**src/rtl/ophu_pkg.sv**
```systemverilog
// Shared definitions for the ophu token transmitter: FSM state encodings and timer width.
package ophu_pkg;

  localparam int unsigned TIMER_W = 8;

  typedef enum logic [1:0] {
    ST_IDLE = 2'd0,
    ST_HOLD = 2'd1,
    ST_GAP  = 2'd2
  } state_t;

endpackage

```
**src/rtl/ophu_timer.sv**
```systemverilog
// Loadable down-counter shared by the HOLD and GAP phases; expire_c flags the last counted cycle.
module ophu_timer
  import ophu_pkg::*;
(
  input  logic               clk,
  input  logic               reset,
  input  logic               load,
  input  logic [TIMER_W-1:0] load_val,
  output logic               expire_c
);

  logic [TIMER_W-1:0] count;

  always_ff @(posedge clk or posedge reset) begin
    if (reset) begin
      count <= '0;
    end else if (load) begin
      count <= load_val;
    end else if (count != '0) begin
      count <= count - TIMER_W'(1);
    end
  end

  // Expiry is the edge on which the count would reach zero.
  assign expire_c = (count == TIMER_W'(1));

endmodule

```
**src/rtl/ophu.sv**
```systemverilog
// Output-port handshake unit: turns queued send requests into p/n toggle tokens under credit control.
// Optional stall watchdog built only when OPHU_WATCHDOG_EN is defined.
module ophu
  import ophu_pkg::*;
#(
  parameter int unsigned HOLD_CYCLES = 2,
  parameter int unsigned GAP_CYCLES  = 1,
  parameter int unsigned CREDITS     = 4,
  parameter int unsigned PEND_DEPTH  = 8,
  parameter int unsigned WDOG_CYCLES = 64
) (
  input  logic                             clk,
  input  logic                             reset,
  input  logic                             send_req,
  input  logic                             credit_in,
  output logic                             diff_pair_p,
  output logic                             diff_pair_n,
  output logic                             busy,
  output logic [$clog2(PEND_DEPTH+1)-1:0]  pending_cnt,
  output logic [$clog2(CREDITS+1)-1:0]     credit_cnt,
  output logic                             overflow,
  output logic                             credit_err,
  output logic                             stall_err
);

  localparam int unsigned PEND_W = $clog2(PEND_DEPTH + 1);
  localparam int unsigned CRED_W = $clog2(CREDITS + 1);

  state_t             state_q, state_d;
  logic               load_c;
  logic [TIMER_W-1:0] load_val_c;
  logic               expire_c;
  logic               tog_p_c, tog_n_c;
  logic               deq_c;

  ophu_timer u_timer (
    .clk      (clk),
    .reset    (reset),
    .load     (load_c),
    .load_val (load_val_c),
    .expire_c (expire_c)
  );

  // Next-state and token control.
  always_comb begin
    state_d    = state_q;
    load_c     = 1'b0;
    load_val_c = '0;
    tog_p_c    = 1'b0;
    tog_n_c    = 1'b0;
    deq_c      = 1'b0;
    case (state_q)
      ST_IDLE: begin
        if (pending_cnt != '0 && credit_cnt != '0) begin
          tog_p_c    = 1'b1;
          deq_c      = 1'b1;
          load_c     = 1'b1;
          load_val_c = TIMER_W'(HOLD_CYCLES);
          state_d    = ST_HOLD;
        end
      end
      ST_HOLD: begin
        if (expire_c) begin
          tog_n_c    = 1'b1;
          load_c     = 1'b1;
          load_val_c = TIMER_W'(GAP_CYCLES);
          state_d    = ST_GAP;
        end
      end
      ST_GAP: begin
        if (expire_c) begin
          state_d = ST_IDLE;
        end
      end
      default: state_d = ST_IDLE;
    endcase
  end

  // State, line pair and busy; reset drops the pair balanced even mid-token.
  always_ff @(posedge clk or posedge reset) begin
    if (reset) begin
      state_q     <= ST_IDLE;
      diff_pair_p <= 1'b0;
      diff_pair_n <= 1'b0;
      busy        <= 1'b0;
    end else begin
      state_q     <= state_d;
      diff_pair_p <= diff_pair_p ^ tog_p_c;
      diff_pair_n <= diff_pair_n ^ tog_n_c;
      busy        <= (state_d != ST_IDLE);
    end
  end

  // Request queue counter; a request arriving when full with no dequeue is dropped.
  always_ff @(posedge clk or posedge reset) begin
    if (reset) begin
      pending_cnt <= '0;
      overflow    <= 1'b0;
    end else begin
      case ({send_req, deq_c})
        2'b10: begin
          if (pending_cnt == PEND_W'(PEND_DEPTH)) begin
            overflow <= 1'b1;
          end else begin
            pending_cnt <= pending_cnt + PEND_W'(1);
          end
        end
        2'b01:   pending_cnt <= pending_cnt - PEND_W'(1);
        default: pending_cnt <= pending_cnt;
      endcase
    end
  end

  // Credit counter; a return beyond the maximum saturates and flags an error.
  always_ff @(posedge clk or posedge reset) begin
    if (reset) begin
      credit_cnt <= CRED_W'(CREDITS);
      credit_err <= 1'b0;
    end else begin
      case ({credit_in, deq_c})
        2'b10: begin
          if (credit_cnt == CRED_W'(CREDITS)) begin
            credit_err <= 1'b1;
          end else begin
            credit_cnt <= credit_cnt + CRED_W'(1);
          end
        end
        2'b01:   credit_cnt <= credit_cnt - CRED_W'(1);
        default: credit_cnt <= credit_cnt;
      endcase
    end
  end

`ifdef OPHU_WATCHDOG_EN
  localparam int unsigned WD_W = $clog2(WDOG_CYCLES + 1);

  logic [WD_W-1:0] wd_cnt;
  logic            stall_q;

  // Counts consecutive cycles with work queued but no credit to send it.
  always_ff @(posedge clk or posedge reset) begin
    if (reset) begin
      wd_cnt  <= '0;
      stall_q <= 1'b0;
    end else if (pending_cnt != '0 && credit_cnt == '0) begin
      if (wd_cnt != WD_W'(WDOG_CYCLES)) begin
        wd_cnt <= wd_cnt + WD_W'(1);
      end
      if (wd_cnt == WD_W'(WDOG_CYCLES - 1)) begin
        stall_q <= 1'b1;
      end
    end else begin
      wd_cnt <= '0;
    end
  end

  assign stall_err = stall_q;
`else
  logic unused_wdog;
  assign unused_wdog = |32'(WDOG_CYCLES);
  assign stall_err   = 1'b0;
`endif

endmodule

```
**config.mk**
```make
export PLATFORM = sky130hd
export DESIGN_NAME = ophu
export DESIGN_NICKNAME = d
export VERILOG_FILES = /design/src/rtl/ophu_pkg.sv /design/src/rtl/ophu_timer.sv /design/src/rtl/ophu.sv
export SDC_FILE = /design/constraint.sdc
export NUM_CORES = 1
export LEC_CHECK = 0
export BUFFER_PORTS_ARGS = -buffer_cell sky130_fd_sc_hd__buf_2
export CORE_ASPECT_RATIO = 1.75
export CORE_MARGIN = 3
export CORE_UTILIZATION = 40
export CTS_CLUSTER_SIZE = 12
export DETAILED_ROUTE_END_ITERATION = 8
export PLACE_DENSITY_LB_ADDON = 0.25
export SKIP_LAST_GASP = 1
export SLEW_MARGIN = 10
export SYNTH_ARGS = -nofsm -noshare
export SYNTH_HDL_FRONTEND = slang
export SYNTH_SLANG_ARGS = --single-unit
```
**constraint.sdc**
```tcl
create_clock -name clk -period 4.1 [get_ports clk]
set_clock_uncertainty 0.05 [all_clocks]
set_input_delay 0.205 -clock clk [delete_from_list [all_inputs] [get_ports clk]]
set_output_delay 0.205 -clock clk [all_outputs]
set_load 0.01 [all_outputs]
```
==> results of run 1 <==
-- cell type report --
type,count,share of cell area (%)
Multi-Input combinational cell,92,46.8
Sequential cell,22,38.2
Timing Repair Buffer,15,5.20
Clock buffer,4,3.81
Tap cell,42,3.64
Inverter,9,2.34
-- stage by stage --
stage | hold WS [ps] | instances | cell area, µm² | utilization, % | power, µW
2_1_floorplan | 143 | 127 | 1300 | - | 925
3_3_place_gp | 370 | 180 | 1390 | 45.9 | 1050
3_5_place_dp | 381 | 180 | 1390 | 45.9 | 1060
4_1_cts | 91.3 | 184 | 1440 | 47.7 | 1230
5_1_grt | 136 | 184 | 1440 | 47.7 | 1320
6_report | 55.8 | 184 | 1440 | 47.7 | 1210
-- cells by family after synthesis --
logic type      count (synthesis)
xor+xnor                       11
mux                             5
fa+ha+maj                       5
other cells                     1
flops                          22
compound gates                 22
buf+inv                        13
simple gates                   48
-- worst paths after layout --
kind,start,end
max in group asynchronous,reset,pending_cnt[0]
min in group clk,send_req,overflow
min,reset,u_timer.count[7]
min reg2reg,credit_err,credit_err
max reg2reg,credit_cnt[2],credit_cnt[1]
max,credit_cnt[2],credit_cnt[1]
-- critical path, delay by kind of cell (launching register included) --
family / cells / cell delay (ps)
flip-flops: 1 / 610
AND/OR/NAND/NOR: 3 / 880
adder cells (fa/ha/maj): 1 / 500
AO/OA/AOI/OAI: 1 / 60
multiplexers: 1 / 260
-- power breakdown --
part | switching (µW) | internal, µW
logic | 311 | 292
registers | 126 | 322
clock network | 71.5 | 85.6
-- state kept, by name (all words and copies together), names as in the netlist --
signal,cells
busy,1
credit_cnt,3
credit_err,1
diff_pair_n,1
diff_pair_p,1
overflow,1
pending_cnt,4
state_q,2
u_timer.count,8
-- synthesized netlist by cell type, drive strengths merged (2+ instances only) --
| cell | instances |
|---|---|
| a211oi | 2 |
| a21o | 2 |
| a21oi | 4 |
| buf | 4 |
| dfrtp | 21 |
| ha | 4 |
| inv | 9 |
| mux2 | 2 |
| mux2i | 3 |
| nand2 | 9 |
| nand2b | 2 |
| nand3 | 4 |
| nor2 | 10 |
| nor3 | 5 |
| nor4 | 4 |
| o211ai | 2 |
| o21ai | 4 |
| or2 | 2 |
| or3 | 2 |
| or3b | 2 |
| or4 | 3 |
| xnor2 | 7 |
| xor2 | 4 |
-- layer usage --
| metal | vias up | wire length (µm) |
|---|---|---|
| met5 | - | 0 |
| met4 | 0 | 56 |
| met3 | 6 | 53 |
| met2 | 16 | 1240 |
| met1 | 442 | 1040 |
| li1 | 474 | - |
==> metrics.md, run 1 <==
| Metric | Value |
|---|---|
| Peak VDD IR | 0.384 mV |
| Ant diodes | 0 |
| CTS tree | built |
| Final Worst Setup Slack | 1630 ps |
| First-pass GRT wire length | 4060 µm |
| RSZ-0062 raised after global routing | false |
| Grt ovf | 0 |
| Final hold vios | 0 |
| Ys async rst share | 100% |
| Post-synthesis compound-gate area fraction | 12.5% |
| Share of cells above drive strength 1 | 23.2% |
| Worst-Skew Late Latency | 260 ps |
| Final setup fails | 0 |
| Die footprint | 0.00399 mm² |
| Final period util | 60.3% |
| Clock Tree Root | clkbuf_8 |
| Height of the die | 81.3 µm |
| Cell Chain, Critical Path | nor3_2 -> or3_4 -> or2_2 -> fa_1 -> a21oi_1 -> mux2_2 |
| Initial antenna violation count | 0 |
| Min-Delay Path Class | in2async |
| Place WS | 1630 ps |
| Layout area overhead | 11.4% |
| Gpl congestion | 0.823 |
| NumNets Final | 152 |
| Synth area leader | dfrtp_1 |
| WL final | 2390 µm |
| Mux share of post-synthesis cell area | 4.05% |
| H-tree lvl count | 1 |
| Number of port buffers | 15 |
| Synth area leaders | dfrtp_1, xnor2_1, ha_1, nor2_1, xor2_1 |
| Post-CTS Hold Buffers | 0 |
| CP arrival | 2570 ps |
| Sum Neg Setup Slack | 0 ps |
| Via count of the first global-routing pass | 934 |
| Remaining DRCs | 0 |
| Reg2reg setup slack | 1630 ps |
| Largest net degree at the start of global routing | 23 |
| Post-synthesis cell area | 0.00130 mm² |
| PD cells | 837 mW/mm² |
| Area taken by multi-input logic gates | 676 µm² |
| Max incr delay on CP | 610 ps |
| Initial Util | 42.8% |
| Slew Limit Fails | 0 |
| # Post-CTS Setup Buffers | 0 |
| Die width | 49.0 µm |
| Status | completed |
| Met2 usage | 23.3% |
| Most frequent cells in the layout | dfrtp_1, buf_2, nor2_1 |
| Routed via count | 938 |
| M3 GR Usage | 1.28% |
| Max clock buf depth | 2 |
| Max-slew headroom | 42.5% |
| Core box area | 0.00303 mm² |
| Worst Setup Start Kind | register |
| WL/cell | 13.0 µm |
| CTS buffer count | 3 |
| Crit path required time | 4200 ps |
| Worst Tran Pin Value | 861 ps |
| Largest fanout on the critical path | 14 |
| Yosys cell types | 47 |
| Most common cell after layout, fill and taps aside | dfrtp_1 |
| Combinational family with the most area after synthesis | simple AND/OR/NAND/NOR gates |
| Initial detailed-routing violation count | 18 |
| Post-Synth Adder-Cell Area | 5.41% |
| Synth Area in Simple Gates | 22.4% |
| Post-Syn Nets | 136 |
| Routed Antenna Nets | 0 |
| Total of max-cap violations | 0 |
| HPWL after DPL | 1760 µm |
| Critical path class | reg2reg |
| CTS resizes | 0 |
| Gr busiest metal | met2 |
| Xor and xnor fraction of the mapped netlist area | 7.43% |
| Std cell rows | 26 |
| Clock Pin Slew Worst Setup and Hold Paths | 80 ps |
| Seq/Total Area, Yosys | 42.6% |
| Worst r2r path cells | 6 |
| Flops & latches, synth | 22 |
| Number of I/O pins | 17 |
| DR vias/cell | 5.10 |
| Initial DRT Pass Iterations | 6 |
| Clock sinks | 22 |
| Slowest cell on the critical path | dfstp_2 |
| Crit. End Element | register |
| Synthesized instance count | 127 |
| Max Fclk | 0.405 GHz |
| Post-layout minimum cycle time | 2470 ps |
| Top FF cell, synth | dfrtp_1 |
| Number of synthesized flops with an enable pin | 0 |
| Reg area | 552 µm² |
| Post-synth top area share | 40.5% |
| Met1 Track Usage GR | 14.8% |
| GRT Util Overall | 13.2% |
| Yosys warning count | 0 |
| Lkg Pwr | 0.000655 µW |
| Syn Area/Cell | 10.2 µm² |
| Layout fillers | 294 |
No activity file was read; power rests on OpenSTA's default activity.
==> inputs of run 2 (changes only) <==
ABC_AREA = 1   (was not set)
clock period = 2.18 ns   (was 4.1 ns; I/O delays follow)
==> run 2 against run 1 <==
Synthesized cell count is 23% higher. Via count is 13% higher. Design area is 1.3% lower. Critical path depth is 3 higher. Total power is 83% higher. Clock-buffer cell count stayed put. First-iteration DRC count is 56% higher. Area after synthesis is 3.3% lower. Global-route usage is 1.7 points higher. Core utilization is 0.41 points higher. Critical endpoint is now credit_cnt[2].
==> metrics.md, run 2 <==
| Metric | Value |
|---|---|
| Yosys warning count | 0 |
| Total of max-cap violations | 0 |
| PD cells | 1550 mW/mm² |
| Clock Pin Slew Worst Setup and Hold Paths | 80 ps |
| Status | completed |
| Syn Area/Cell | 8.04 µm² |
| Crit path required time | 2320 ps |
| Sum Neg Setup Slack | 0 ps |
| Min-delay src | send_req |
| Std cell rows | 26 |
| Yosys cell types | 29 |
| Crit. End Element | register |
| Core box area | 0.00296 mm² |
| Final period util | 91.1% |
| Most common cell after layout, fill and taps aside | nand2_1 |
| Final setup fails | 0 |
| Max-slew headroom | 45.5% |
| Number of I/O pins | 17 |
| Layout area overhead | 13.7% |
| Synth area leader | dfrtp_1 |
| CTS resizes | 0 |
| Cell depth of the worst min-delay path | 3 |
| Critical path class | reg2reg |
| Initial antenna violation count | 0 |
| Synth area leaders | dfrtp_1, nand2_1, inv_1, nor2_1, ha_1 |
| CTS buffer count | 3 |
| HPWL after DPL | 2030 µm |
| Reg with most FFs | u_timer.count |
| Post-CTS Hold Buffers | 1 |
| WL/cell | 11.5 µm |
| Top flop regs | u_timer.count (8), pending_cnt (4), credit_cnt (3) |
| R2r startpoint | credit_cnt[2] |
| Number of port buffers | 15 |
| Worst reg2reg endpoint | credit_cnt[2] |
| Routed Antenna Nets | 0 |
| Synthesized instance count | 156 |
| Worst Hold Path EP | overflow |
| Share of cells above drive strength 1 | 17.1% |
| Die width | 48.3 µm |
| Largest register FFs | 8 |
| Largest fanout on the critical path | 4 |
| Most frequent cells in the layout | nand2_1, inv_1, dfrtp_1 |
| Worst Setup Start Kind | register |
| Routed met2 length | 1500 µm |
| First-pass GRT wire length | 4550 µm |
| Gpl congestion | 0.843 |
| Top-count cell post-synth | nand2_1 |
| Initial detailed-routing violation count | 28 |
| Max clock buf depth | 2 |
| Top FF cell, synth | dfrtp_1 |
| Grt ovf | 0 |
| Finished Layout Cells | 217 |
| Ys async rst share | 100% |
| Post-synthesis cell area | 0.00125 mm² |
| Remaining DRCs | 0 |
| Placed cell count | 212 |
| Min-Delay Path Class | in2reg |
| # Post-CTS Setup Buffers | 0 |
| DR vias/cell | 4.87 |
| Cell area after layout | 0.00143 mm² |
| Number of synthesized flops with an enable pin | 0 |
| Top post-synthesis cells by count | nand2_1, inv_1, dfrtp_1 |
| CTS tree | built |
| Flops & latches, synth | 22 |
| Final hold vios | 0 |
| Largest net degree at the start of global routing | 23 |
| Initial DRT Pass Iterations | 4 |
| Ant diodes | 0 |
| Slew Limit Fails | 0 |
| Placed instance area | 0.00137 mm² |
| Clock sinks | 22 |
| Post-Route M1 WL | 912 µm |
| Clock Tree Root | clkbuf_8 |
| Layout fillers | 293 |
| Worst r2r path cells | 9 |
| NumNets Final | 185 |
| WL final | 2490 µm |
| Via count of the first global-routing pass | 1,108 |
| Worst-Skew Late Latency | 250 ps |
| GRT Util Overall | 14.9% |
| Seq/Total Area, Yosys | 44.0% |
| RSZ-0062 raised after global routing | false |
| Final Util | 48.1% |
| Lkg Pwr | 0.000738 µW |
| Routed via count | 1,056 |
| H-tree lvl count | 1 |
| Post-synth top area share | 41.9% |
| Worst Tran Pin Value | 817 ps |
| Met3 wire length | 57 µm |
| Reg2reg setup slack | 190 ps |
| CP arrival | 2120 ps |
| DR top layer | met4 |
| Post-layout minimum cycle time | 1990 ps |
| Initial Util | 42.3% |
| Post-Syn Nets | 165 |
| Design Power | 2210 µW |
| Height of the die | 80.1 µm |
| Die footprint | 0.00387 mm² |
| Max Fclk | 0.504 GHz |
| Peak VDD IR | 0.767 mV |
[run 2: cell count changes in the layout (fill, tap and decap cells not counted), moves of 3 or more]
cell	delta
xnor2_1	-3
or4_1	-3
a21oi_1	+4
mux2i_1	-3
nand2_1	+24
nand3_1	+5
inv_1	+17
nor2_1	+5
[run 2: area by class of cell]
| type | count | area [µm²] | area share, % |
|---|---|---|---|
| Multi-Input combinational cell | 104 | 578 | 40.6 |
| Sequential cell | 22 | 552 | 38.7 |
| Inverter | 28 | 105 | 7.37 |
| Timing Repair Buffer | 17 | 92.6 | 6.50 |
| Tap cell | 42 | 52.6 | 3.69 |
| Clock buffer | 4 | 45.0 | 3.16 |
[run 2: worst max-delay path, cell delays in order (launching register included)]
cell,delay (ps)
dfstp_2,570
inv_1,70
nand2_2,80
nand3_2,100
nor2_4,90
inv_2,50
fa_1,380
mux2_4,310
xor2_1,150
inv_1,60
[run 2: through the flow]
step	hold WS (ps)	worst slack (ps)
2_1_floorplan	47.5	187
3_3_place_gp	266	292
3_5_place_dp	262	204
4_1_cts	82.5	186
5_1_grt	81.3	77.9
6_report	81.6	194
[run 2: power by group]
| part | switching, µW | internal (µW) |
|---|---|---|
| logic | 706 | 469 |
| registers | 172 | 610 |
| clock network | 122 | 130 |
| total | 1000 | 1210 |
[run 2: worst max path at each step]
stage                             start            end  slack [ps]  depth (start not counted)
after floorplan           credit_cnt[2]  credit_cnt[2]         190                         10
after global placement    credit_cnt[2]  credit_cnt[2]         290                          9
after detailed placement  credit_cnt[2]  credit_cnt[2]         200                          9
after CTS                 credit_cnt[2]  credit_cnt[2]         190                          9
after global routing      credit_cnt[2]  credit_cnt[2]          80                          9
final                     credit_cnt[2]  credit_cnt[2]         190                          9
[run 2: kinds of logic after synthesis]
| group | share of synthesized area [%] |
|---|---|
| and+or+nand+nor | 25.3 |
| AOI/OAI and AO/OA | 8.78 |
| buffers and inverters | 9.88 |
| xor gates and xnor gates | 4.89 |
| other | 0.299 |
| muxes | 1.20 |
| DFF | 44.0 |
| adders and majority gates | 5.59 |
[run 2: routing by layer]
layer  up-vias  track usage (%)
met3         2             2.60
met4         0             6.27
met1       512             14.3
met2        15             30.2
li1        527                -
met5         -                0
